File: src/rtl/cf_bbox_pos_ctrl.sv
// -----------------------------------------------------------------------------
// cf_bbox_pos_ctrl
// Position controller for the CF_bbox overlay stage. Snoops the AXI4-Stream
// video handshake to track beat/line/frame position, arbitrates bbox position
// updates between a host write port and the tracker, and applies accepted
// updates to xStart/yStart only at frame end.
//
// Ports
//   s_axis_video_aclk, rst        clock, async active-high reset
//   VIDEO_tvalid/tready/tuser/tlast  snooped stream handshake + framing
//   host_wr, host_x, host_y       host absolute position write
//   trk_valid/trk_ready, trk_dx/dy tracker signed offset request
//   xStart, yStart                committed bbox position
//   pending, commit, sync_err     status / one-cycle pulses
//   frame_cnt                     completed-frame counter (wraps)
//   drop_cnt, err_cnt             only with CF_BBOX_POS_STATS_EN defined
//
// Optional build macro: CF_BBOX_POS_STATS_EN adds the saturating drop/error
// statistic counters.
//
// state    | meaning
// WAIT_SOF | ignore beats until a tuser beat starts a frame
// ACTIVE   | inside a frame, counting beats and lines
// COMMIT   | one cycle after frame end; apply pending update
// -----------------------------------------------------------------------------
module cf_bbox_pos_ctrl #(
    parameter int NPPC           = 4,
    parameter int POSITION_WIDTH = 12,
    parameter int FRAME_WIDTH    = 3840,
    parameter int FRAME_HEIGHT   = 2160,
    parameter int BOX_W          = 64,
    parameter int BOX_H          = 64,
    parameter int INIT_X         = 10,
    parameter int INIT_Y         = 10
) (
    input  logic                      s_axis_video_aclk,
    input  logic                      rst,
    input  logic                      VIDEO_tvalid,
    input  logic                      VIDEO_tready,
    input  logic                      VIDEO_tuser,
    input  logic                      VIDEO_tlast,
    input  logic                      host_wr,
    input  logic [POSITION_WIDTH-1:0] host_x,
    input  logic [POSITION_WIDTH-1:0] host_y,
    input  logic                      trk_valid,
    output logic                      trk_ready,
    input  logic [POSITION_WIDTH-1:0] trk_dx,
    input  logic [POSITION_WIDTH-1:0] trk_dy,
    output logic [POSITION_WIDTH-1:0] xStart,
    output logic [POSITION_WIDTH-1:0] yStart,
    output logic                      pending,
    output logic                      commit,
    output logic                      sync_err,
    output logic [15:0]               frame_cnt
`ifdef CF_BBOX_POS_STATS_EN
    ,
    output logic [15:0]               drop_cnt,
    output logic [15:0]               err_cnt
`endif
);
    localparam int LINE_BEATS = FRAME_WIDTH / NPPC;
    localparam int BCW        = $clog2(LINE_BEATS + 1);
    localparam int LCW        = $clog2(FRAME_HEIGHT + 1);
    // Two guard bits: one for the sign, one so a large positive offset
    // added to a large position cannot wrap negative.
    localparam int SW         = POSITION_WIDTH + 2;
    localparam logic signed [SW-1:0] MAX_X     = SW'(FRAME_WIDTH - BOX_W);
    localparam logic signed [SW-1:0] MAX_Y     = SW'(FRAME_HEIGHT - BOX_H);
    localparam logic [BCW-1:0]       LAST_BEAT = BCW'(LINE_BEATS - 1);
    localparam logic [LCW-1:0]       LAST_LINE = LCW'(FRAME_HEIGHT - 1);

    typedef enum logic [1:0] {WAIT_SOF, ACTIVE, COMMIT} state_t;

    function automatic logic [POSITION_WIDTH-1:0] clamp_pos(
        input logic signed [SW-1:0] v,
        input logic signed [SW-1:0] hi
    );
        if (v[SW-1])      clamp_pos = '0;
        else if (v > hi)  clamp_pos = hi[POSITION_WIDTH-1:0];
        else              clamp_pos = v[POSITION_WIDTH-1:0];
    endfunction

    state_t                    state_q, state_d;
    logic [BCW-1:0]            beat_cnt_q, beat_cnt_d;
    logic [LCW-1:0]            line_cnt_q, line_cnt_d;
    logic [POSITION_WIDTH-1:0] x_q, x_d, y_q, y_d;
    logic [POSITION_WIDTH-1:0] sh_x_q, sh_x_d, sh_y_q, sh_y_d;
    logic                      pending_q, pending_d;
    logic                      commit_q, commit_d;
    logic                      sync_err_q, sync_err_d;
    logic                      trk_ready_q, trk_ready_d;
    logic [15:0]               frame_cnt_q, frame_cnt_d;

    logic                      beat, sof_beat, resync, pos_beat;
    logic                      last_beat, line_end, frame_end;
    logic                      trk_acc, do_commit;
    logic [BCW-1:0]            cur_beat;
    logic [LCW-1:0]            cur_line;
    logic signed [SW-1:0]      x_trk, y_trk;

    assign beat     = VIDEO_tvalid & VIDEO_tready;
    // A tuser beat outside ACTIVE starts a frame; the COMMIT cycle accepts it
    // too so a back-to-back SOF right after frame end is not lost.
    assign sof_beat = beat & VIDEO_tuser & (state_q != ACTIVE);
    assign resync   = beat & VIDEO_tuser & (state_q == ACTIVE) &
                      ((beat_cnt_q != '0) | (line_cnt_q != '0));
    assign pos_beat = sof_beat | (beat & (state_q == ACTIVE));
    // beat_cnt_q/line_cnt_q index the next expected beat; SOF and resync
    // beats are forced to position 0/0.
    assign cur_beat  = (sof_beat | resync) ? '0 : beat_cnt_q;
    assign cur_line  = (sof_beat | resync) ? '0 : line_cnt_q;
    assign last_beat = (cur_beat == LAST_BEAT);
    assign line_end  = last_beat | VIDEO_tlast;
    assign frame_end = pos_beat & line_end & (cur_line == LAST_LINE);

    assign trk_acc   = trk_valid & trk_ready_q;
    assign do_commit = (state_q == COMMIT) & pending_q;
    assign x_trk     = $signed({2'b00, x_q}) + $signed({{2{trk_dx[POSITION_WIDTH-1]}}, trk_dx});
    assign y_trk     = $signed({2'b00, y_q}) + $signed({{2{trk_dy[POSITION_WIDTH-1]}}, trk_dy});

    always_comb begin
        state_d     = state_q;
        beat_cnt_d  = beat_cnt_q;
        line_cnt_d  = line_cnt_q;
        x_d         = x_q;
        y_d         = y_q;
        sh_x_d      = sh_x_q;
        sh_y_d      = sh_y_q;
        pending_d   = pending_q;
        commit_d    = 1'b0;
        sync_err_d  = 1'b0;
        frame_cnt_d = frame_cnt_q;

        if (state_q == COMMIT) begin
            state_d     = WAIT_SOF;
            frame_cnt_d = frame_cnt_q + 16'd1;
            if (pending_q) begin
                x_d       = sh_x_q;
                y_d       = sh_y_q;
                commit_d  = 1'b1;
                pending_d = 1'b0;
            end
        end

        if (pos_beat) begin
            sync_err_d = resync | (VIDEO_tlast & ~last_beat) | (last_beat & ~VIDEO_tlast);
            state_d    = frame_end ? COMMIT : ACTIVE;
            if (line_end) begin
                beat_cnt_d = '0;
                line_cnt_d = (cur_line == LAST_LINE) ? '0 : cur_line + 1'b1;
            end else begin
                beat_cnt_d = cur_beat + 1'b1;
                line_cnt_d = cur_line;
            end
        end

        // Host wins; a simultaneous tracker accept is consumed and dropped.
        if (host_wr) begin
            sh_x_d    = clamp_pos($signed({2'b00, host_x}), MAX_X);
            sh_y_d    = clamp_pos($signed({2'b00, host_y}), MAX_Y);
            pending_d = 1'b1;
        end else if (trk_acc) begin
            sh_x_d    = clamp_pos(x_trk, MAX_X);
            sh_y_d    = clamp_pos(y_trk, MAX_Y);
            pending_d = 1'b1;
        end

        trk_ready_d = ~pending_d;
    end

    always_ff @(posedge s_axis_video_aclk or posedge rst) begin
        if (rst) begin
            state_q     <= WAIT_SOF;
            beat_cnt_q  <= '0;
            line_cnt_q  <= '0;
            x_q         <= POSITION_WIDTH'(INIT_X);
            y_q         <= POSITION_WIDTH'(INIT_Y);
            sh_x_q      <= POSITION_WIDTH'(INIT_X);
            sh_y_q      <= POSITION_WIDTH'(INIT_Y);
            pending_q   <= 1'b0;
            commit_q    <= 1'b0;
            sync_err_q  <= 1'b0;
            trk_ready_q <= 1'b1;
            frame_cnt_q <= '0;
        end else begin
            state_q     <= state_d;
            beat_cnt_q  <= beat_cnt_d;
            line_cnt_q  <= line_cnt_d;
            x_q         <= x_d;
            y_q         <= y_d;
            sh_x_q      <= sh_x_d;
            sh_y_q      <= sh_y_d;
            pending_q   <= pending_d;
            commit_q    <= commit_d;
            sync_err_q  <= sync_err_d;
            trk_ready_q <= trk_ready_d;
            frame_cnt_q <= frame_cnt_d;
        end
    end

    assign xStart    = x_q;
    assign yStart    = y_q;
    assign pending   = pending_q;
    assign commit    = commit_q;
    assign sync_err  = sync_err_q;
    assign trk_ready = trk_ready_q;
    assign frame_cnt = frame_cnt_q;

`ifdef CF_BBOX_POS_STATS_EN
    logic        pend_trk_q, pend_trk_d;
    logic        drop_ev;
    logic [15:0] drop_q, errc_q;

    always_comb begin
        pend_trk_d = pend_trk_q;
        if (do_commit) pend_trk_d = 1'b0;
        if (host_wr)   pend_trk_d = 1'b0;
        else if (trk_acc) pend_trk_d = 1'b1;
    end

    // A tracker value about to commit this cycle is not overwritten.
    assign drop_ev = host_wr & (trk_acc | (pending_q & pend_trk_q & ~do_commit));

    always_ff @(posedge s_axis_video_aclk or posedge rst) begin
        if (rst) begin
            pend_trk_q <= 1'b0;
            drop_q     <= '0;
            errc_q     <= '0;
        end else begin
            pend_trk_q <= pend_trk_d;
            if (drop_ev && drop_q != 16'hFFFF)    drop_q <= drop_q + 16'd1;
            if (sync_err_d && errc_q != 16'hFFFF) errc_q <= errc_q + 16'd1;
        end
    end

    assign drop_cnt = drop_q;
    assign err_cnt  = errc_q;
`endif

endmodule

File: config.mk
export PLATFORM = sky130hd
export DESIGN_NAME = cf_bbox_pos_ctrl
export DESIGN_NICKNAME = d
export VERILOG_FILES = /design/src/rtl/cf_bbox_pos_ctrl.sv
export SDC_FILE = /design/constraint.sdc
export NUM_CORES = 1
export LEC_CHECK = 0
export BUFFER_PORTS_ARGS = -buffer_cell sky130_fd_sc_hd__buf_4
export CORE_AREA = 2 2 105 107
export CTS_BUF_LIST = sky130_fd_sc_hd__clkbuf_16
export DETAILED_ROUTE_END_ITERATION = 12
export DIE_AREA = 0 0 107 109
export PLACE_DENSITY_LB_ADDON = 0.2
export SLEW_MARGIN = 15
export SYNTH_ARGS = -nofsm -noshare
export SYNTH_HDL_FRONTEND = slang
export SYNTH_SLANG_ARGS = --single-unit
export TNS_END_PERCENT = 1
File: constraint.sdc
create_clock -name s_axis_video_aclk -period 4.7 [get_ports s_axis_video_aclk]
set_input_delay 0.94 -clock s_axis_video_aclk [delete_from_list [all_inputs] [get_ports s_axis_video_aclk]]
set_output_delay 0.94 -clock s_axis_video_aclk [all_outputs]
set_load 0.005 [all_outputs]
==> results of run 1 <==
-- registers in the layout, indices dropped and copies added, names as in the netlist, 2 cells and up --
register	flops
xStart	12
frame_cnt	16
state_q	2
line_cnt_q	12
sh_y_q	12
sh_x_q	12
beat_cnt_q	10
yStart	12
-- synth_stat cells (all sizes together) (6+ instances only) --
library cell | instances | area share, %
dfrtp | 83 | 35
nand2 | 66 | 4.2
o21ai | 57 | 5.1
nor2 | 37 | 2.4
ha | 29 | 6.2
a21oi | 23 | 2.0
mux2 | 22 | 4.2
a22oi | 19 | 2.4
inv | 19 | 1.2
nand3 | 19 | 1.7
xnor2 | 18 | 2.7
clkbuf | 16 | 1.2
o31ai | 14 | 1.8
nor4 | 12 | 1.5
nand4 | 11 | 1.2
nor3 | 11 | 1.0
o211ai | 11 | 1.4
a21o | 10 | 1.3
dfstp | 9 | 4.0
nand2b | 8 | 0.85
a211oi | 7 | 0.90
xor2 | 7 | 1.0
and2 | 6 | 0.64
and3 | 6 | 0.64
o21a | 6 | 0.77
-- routing by layer --
layer  share of wire [%]  up-vias  global-route usage (%)  wire length, µm
met4                0.98        0                    6.68              144
met1                  45     2597                    34.6             6590
li1                    -     2557                       -                -
met5                   0        -                       0                0
met3                 5.5       13                    4.36              803
met2                  49      198                    42.3             7120
-- final cells by class --
class,instances,area share (%)
Clock inverter,7,1.26
Clock buffer,9,3.20
Inverter,19,1.05
Multi-Input combinational cell,491,48.3
Sequential cell,92,32.9
Tap cell,140,2.49
Timing Repair Buffer,102,10.9
-- per-stage QoR --
stage | std cells | hold WS, ns
floorplan | 622 | 0.451
global placement | 844 | 0.464
detailed placement | 844 | 0.469
CTS | 860 | 0.484
global route | 860 | 0.513
finish | 860 | 0.480
-- where the power goes --
part	leakage, nW	total [mW]	switching (mW)	internal (mW)
Clock	0.152	0.767	0.339	0.428
Combinational	1.88	0.244	0.136	0.108
Sequential	1.19	0.866	0.0350	0.831
-- path summary, 6_finish.rpt --
kind	from	to	slack (ns)	depth (start not counted)
max in group asynchronous	rst	frame_cnt[5]	3.08	3
setup / recovery	line_cnt_q[0]	line_cnt_q[10]	0.70	12
min in group asynchronous	rst	sync_err	0.72	2
hold / removal	frame_cnt[15]	frame_cnt[15]	0.48	1
setup reg to reg	line_cnt_q[0]	line_cnt_q[10]	0.70	12
hold reg to reg	frame_cnt[15]	frame_cnt[15]	0.48	1
-- cells by family after synthesis --
kind of cell	count (synthesis)	synth area share, %
compound gates	202	24.0
xor+xnor	25	3.73
fa+ha+maj	31	6.87
buf+inv	39	2.69
flops	92	39.4
mux	27	5.08
simple gates	206	18.2
==> run summary, run 1 <==
status: finished, final reports clean
Syn Inst Count: 622
final worst slack: 0.698 ns
Die H: 109 µm
Req. time, crit path: 4.91 ns
synth warn: 0
Mapped Nets: 709
Rel. slew slack: 19.1%
max-slew violations: 0
number of DRC markers in iteration 0: 366
Slew @ Worst Pin: 1.21 ns
floorplan row count: 38
CORE AREA: 10,600 µm²
post-synth cell types: 74
total gr overflow: 0
IO Port Bufs: 99
mapped cell area: 5870 µm²
DP HPWL: 11,000 µm
Final nets: 802
commonest non-fill, non-tap cells in the layout: buf_4, dfrtp_1, nand2_1, o21ai_0, nor2_1
Fin. Hold Viols: 0
cts bufs inserted: 9
Hold Path Class: reg -> reg
clock root cell: clkbuf_16
initial antenna violation count: 0
RSZ-0062 raised after global routing: false
CP top delay family: simple AND/OR/NAND/NOR gates
CP arrival: 4.22 ns
P_leak: 3.23 nW
# setup viols final: 0
Detailed Route WL: 14,700 µm
Setup TNS: 0 ns
worst path bufs/invs: 0
Area after DPL: 6730 µm²
Resized cells post-CTS: 0
vias in the first global route: 5,012
TritonRoute pass-1 iters: 5
CP peak stage delay: 0.52 ns
syn avg cell area: 9.43 µm²
gpl congestion: 0.899
clk_skew: 0.00995 ns
Vias/cell: 6.24
pin count of the biggest net entering global routing: 62
Ports: 100
diode count: 0
Final Power: 1.88 mW
Final Cycle Share: 85.1%
cts hold-fix bufs: 0
post-route antenna net violation count: 0
post-layout util: 66.4%
top_reg_cell synth: dfrtp_1
CTS tree: done
WL/cell: 17.1 µm
Max Cap Violations: 0
first-pass GRT wire length: 23,700 µm
fin crit period: 4.00 ns
clock tree sinks: 92
Die ar.: 11,700 µm²
total power divided by cell area: 267 nW/µm²
critical path's slowest cell: o41a_1
FMAX: 0.250 GHz
# fillers: 852
multi-input logic area: 3400 µm²
Area Overhead vs Synth: 20.0%
layout cells sized above 1: 23.1%
Async SR Flop Fraction: 100%
gr usage total: 25.4%
Vias: 5,365
most common cell after layout, fill and taps aside: buf_4
Worst Setup End Kind: flip-flop
Yosys reg bits: 92
Reg area: 2310 µm²
clock buffer depth: 2
DRC violations left: 0
design area: 7040 µm²
Seq/Total Area, Yosys: 39.4%
crit path cell chain: nor4_1, and4_2, a31o_2, and2_1, ha_1, nand3_2, o41a_1, nor4_1, nand4_1, nor2_1, mux2i_1, o21ai_0
DP Worst Slack: 0.711 ns
Worst-path clk slew: 0.07 ns
H-Tree Level Count: 3
most frequent CP cell: nor4_1
Startpoint Class: flip-flop
critical path class: reg -> reg
number of enable flip-flop cells after synthesis: 0
peak fanout along the critical path: 17
highest ir drop seen on vdd: 0.000165 V
setup bufs post-CTS: 0
starting density of the core: 55.3%
Worst-Skew Late Latency: 0.35 ns
die width: 107 µm
(Power assumes the default switching activity.)
==> run 2: changes to the inputs <==
==> constraint.sdc (replaced) <==
create_clock -name s_axis_video_aclk -period 4.1 [get_ports s_axis_video_aclk]
set_input_delay 0.82 -clock s_axis_video_aclk [delete_from_list [all_inputs] [get_ports s_axis_video_aclk]]
set_output_delay 0.82 -clock s_axis_video_aclk [all_outputs]
set_load 0.005 [all_outputs]
==> run summary, run 2 (synthesis gave the netlist of run 1 again) <==
peak fanout along the critical path: 9
# setup viols final: 0
Startpoint Class: flip-flop
most common cell after layout, fill and taps aside: buf_4
Int Pwr: 1.51 mW
Detailed Route WL: 14,500 µm
post-layout util: 66.4%
Max Cap Violations: 0
RSZ-0062 raised after global routing: false
clock root cell: clkbuf_16
Ports: 100
CORE AREA: 10,600 µm²
Hold Slack: 0.476 ns
clock tree sinks: 92
CP top delay family: simple AND/OR/NAND/NOR gates
total power divided by cell area: 295 nW/µm²
P_leak: 3.23 nW
Fin. Hold Viols: 0
TritonRoute pass-1 iters: 5
H-Tree Level Count: 3
critical path class: reg -> reg
die width: 107 µm
DP HPWL: 11,000 µm
CP peak stage delay: 0.59 ns
Vias/cell: 6.14
Rel. slew slack: 21.2%
WL/cell: 16.8 µm
IO Port Bufs: 99
WL met3: 750 µm
Die H: 109 µm
pin count of the biggest net entering global routing: 37
Vias: 5,300
Worst-Skew Late Latency: 0.34 ns
# fillers: 899
cts hold-fix bufs: 0
max-slew violations: 0
Flop pwr share: 47.7%
worst path bufs/invs: 0
Worst-path clk slew: 0.07 ns
metal2 WL: 7080 µm
cts bufs inserted: 9
starting density of the core: 55.3%
diode count: 0
gr usage total: 25.6%
Final nets: 805
NetSw: 0.570 mW
DRC violations left: 0
Area Overhead vs Synth: 20.0%
floorplan row count: 38
Die ar.: 11,700 µm²
Combinational Power Share: 13.6%
Clk pwr share: 38.7%
Slew @ Worst Pin: 1.18 ns
clock buffer depth: 2
CTS tree: done
highest ir drop seen on vdd: 0.000238 V
FMAX: 0.261 GHz
design area: 7040 µm²
Area after DPL: 6750 µm²
max FFs per register: 16
commonest non-fill, non-tap cells in the layout: buf_4, dfrtp_1, nand2_1, o21ai_0, nor2_1
initial antenna violation count: 0
switching share of total power: 27.5%
Setup TNS: 0 ns
CP arrival: 4.04 ns
Req. time, crit path: 4.32 ns
Hold Path Class: reg -> reg
Top Metal Used: met4
total gr overflow: 0
Worst Setup End Kind: flip-flop
post-route antenna net violation count: 0
fin crit period: 3.83 ns
layout cells sized above 1: 23.4%
clk_skew: 0.00954 ns
status: finished, final reports clean
gpl congestion: 0.934
critical path's slowest cell: or4_1
M1 WL: 6490 µm
vias in the first global route: 5,102
Resized cells post-CTS: 0
setup bufs post-CTS: 0
crit path cell chain: or4_1, nor3_2, a31o_2, and2_1, ha_1, nand3_2, o41a_1, or3_2, o21ai_4, or2_2, nand2b_1, o21ai_0
Finished Layout Cells: 863
number of DRC markers in iteration 0: 322
Cell Count Post-Placement: 847
first-pass GRT wire length: 24,000 µm
Final Cycle Share: 93.3%
[run 2: cell count changes in the layout (fill, tap and decap cells not counted)]
cell       before  now
clkinv_2        0    1
inv_6           2    0
inv_4           1    0
buf_4         102  105
clkinv_4        0    3
bufinv_16       1    0
[run 2: area by class of cell]
cell class | count | area [µm²] | area share, %
clock inverter | 7 | 67.6 | 0.960
clock buffer | 9 | 225 | 3.20
inverter | 19 | 72.6 | 1.03
sequential | 92 | 2310 | 32.9
tap | 140 | 175 | 2.49
multi-input combinational | 491 | 3400 | 48.3
timing repair buffer | 105 | 788 | 11.2
[run 2: worst register-to-register path, cell delays in order, from the launching register on]
cell	delay, ns
dfrtp_1	0.42
or4_1	0.59
nor3_2	0.20
a31o_2	0.27
and2_1	0.15
ha_1	0.20
nand3_2	0.15
o41a_1	0.53
or3_2	0.52
o21ai_4	0.28
or2_2	0.21
nand2b_1	0.11
o21ai_0	0.09
[run 2: path summary, 6_finish.rpt]
path,cells past startpoint,endpoint,from,slack [ns]
max,12,line_cnt_q[7],line_cnt_q[7],0.27
min,1,frame_cnt[15],frame_cnt[15],0.48
max reg2reg,12,line_cnt_q[7],line_cnt_q[7],0.27
min reg2reg,1,frame_cnt[15],frame_cnt[15],0.48
max in group asynchronous,3,sh_y_q[3],rst,2.70
min in group asynchronous,2,sh_x_q[0],rst,0.54
[run 2: power groups by stage]
stage	clock, mW	combinational (mW)	sequential [mW]
after global placement	0	0.271	1.01
after CTS	0.817	0.281	0.991
after floorplan	0	0.178	0.996
after detailed placement	0	0.278	1.01
final	0.804	0.281	0.991
after global routing	0.850	0.314	0.998
[run 2: metal layers]
metal	up-vias	global-route usage, %
li1	2560	-
met1	2567	33.9
met2	162	44.3
met3	11	3.47
met4	0	7.05
met5	-	0
[run 2: stage by stage]
step                      total power, mW  worst slack [ns]
after detailed placement             1.29             0.317
after CTS                            2.09             0.287
after global routing                 2.16            0.0696
after global placement               1.28             0.432
after floorplan                      1.17             0.304
final                                2.08             0.273
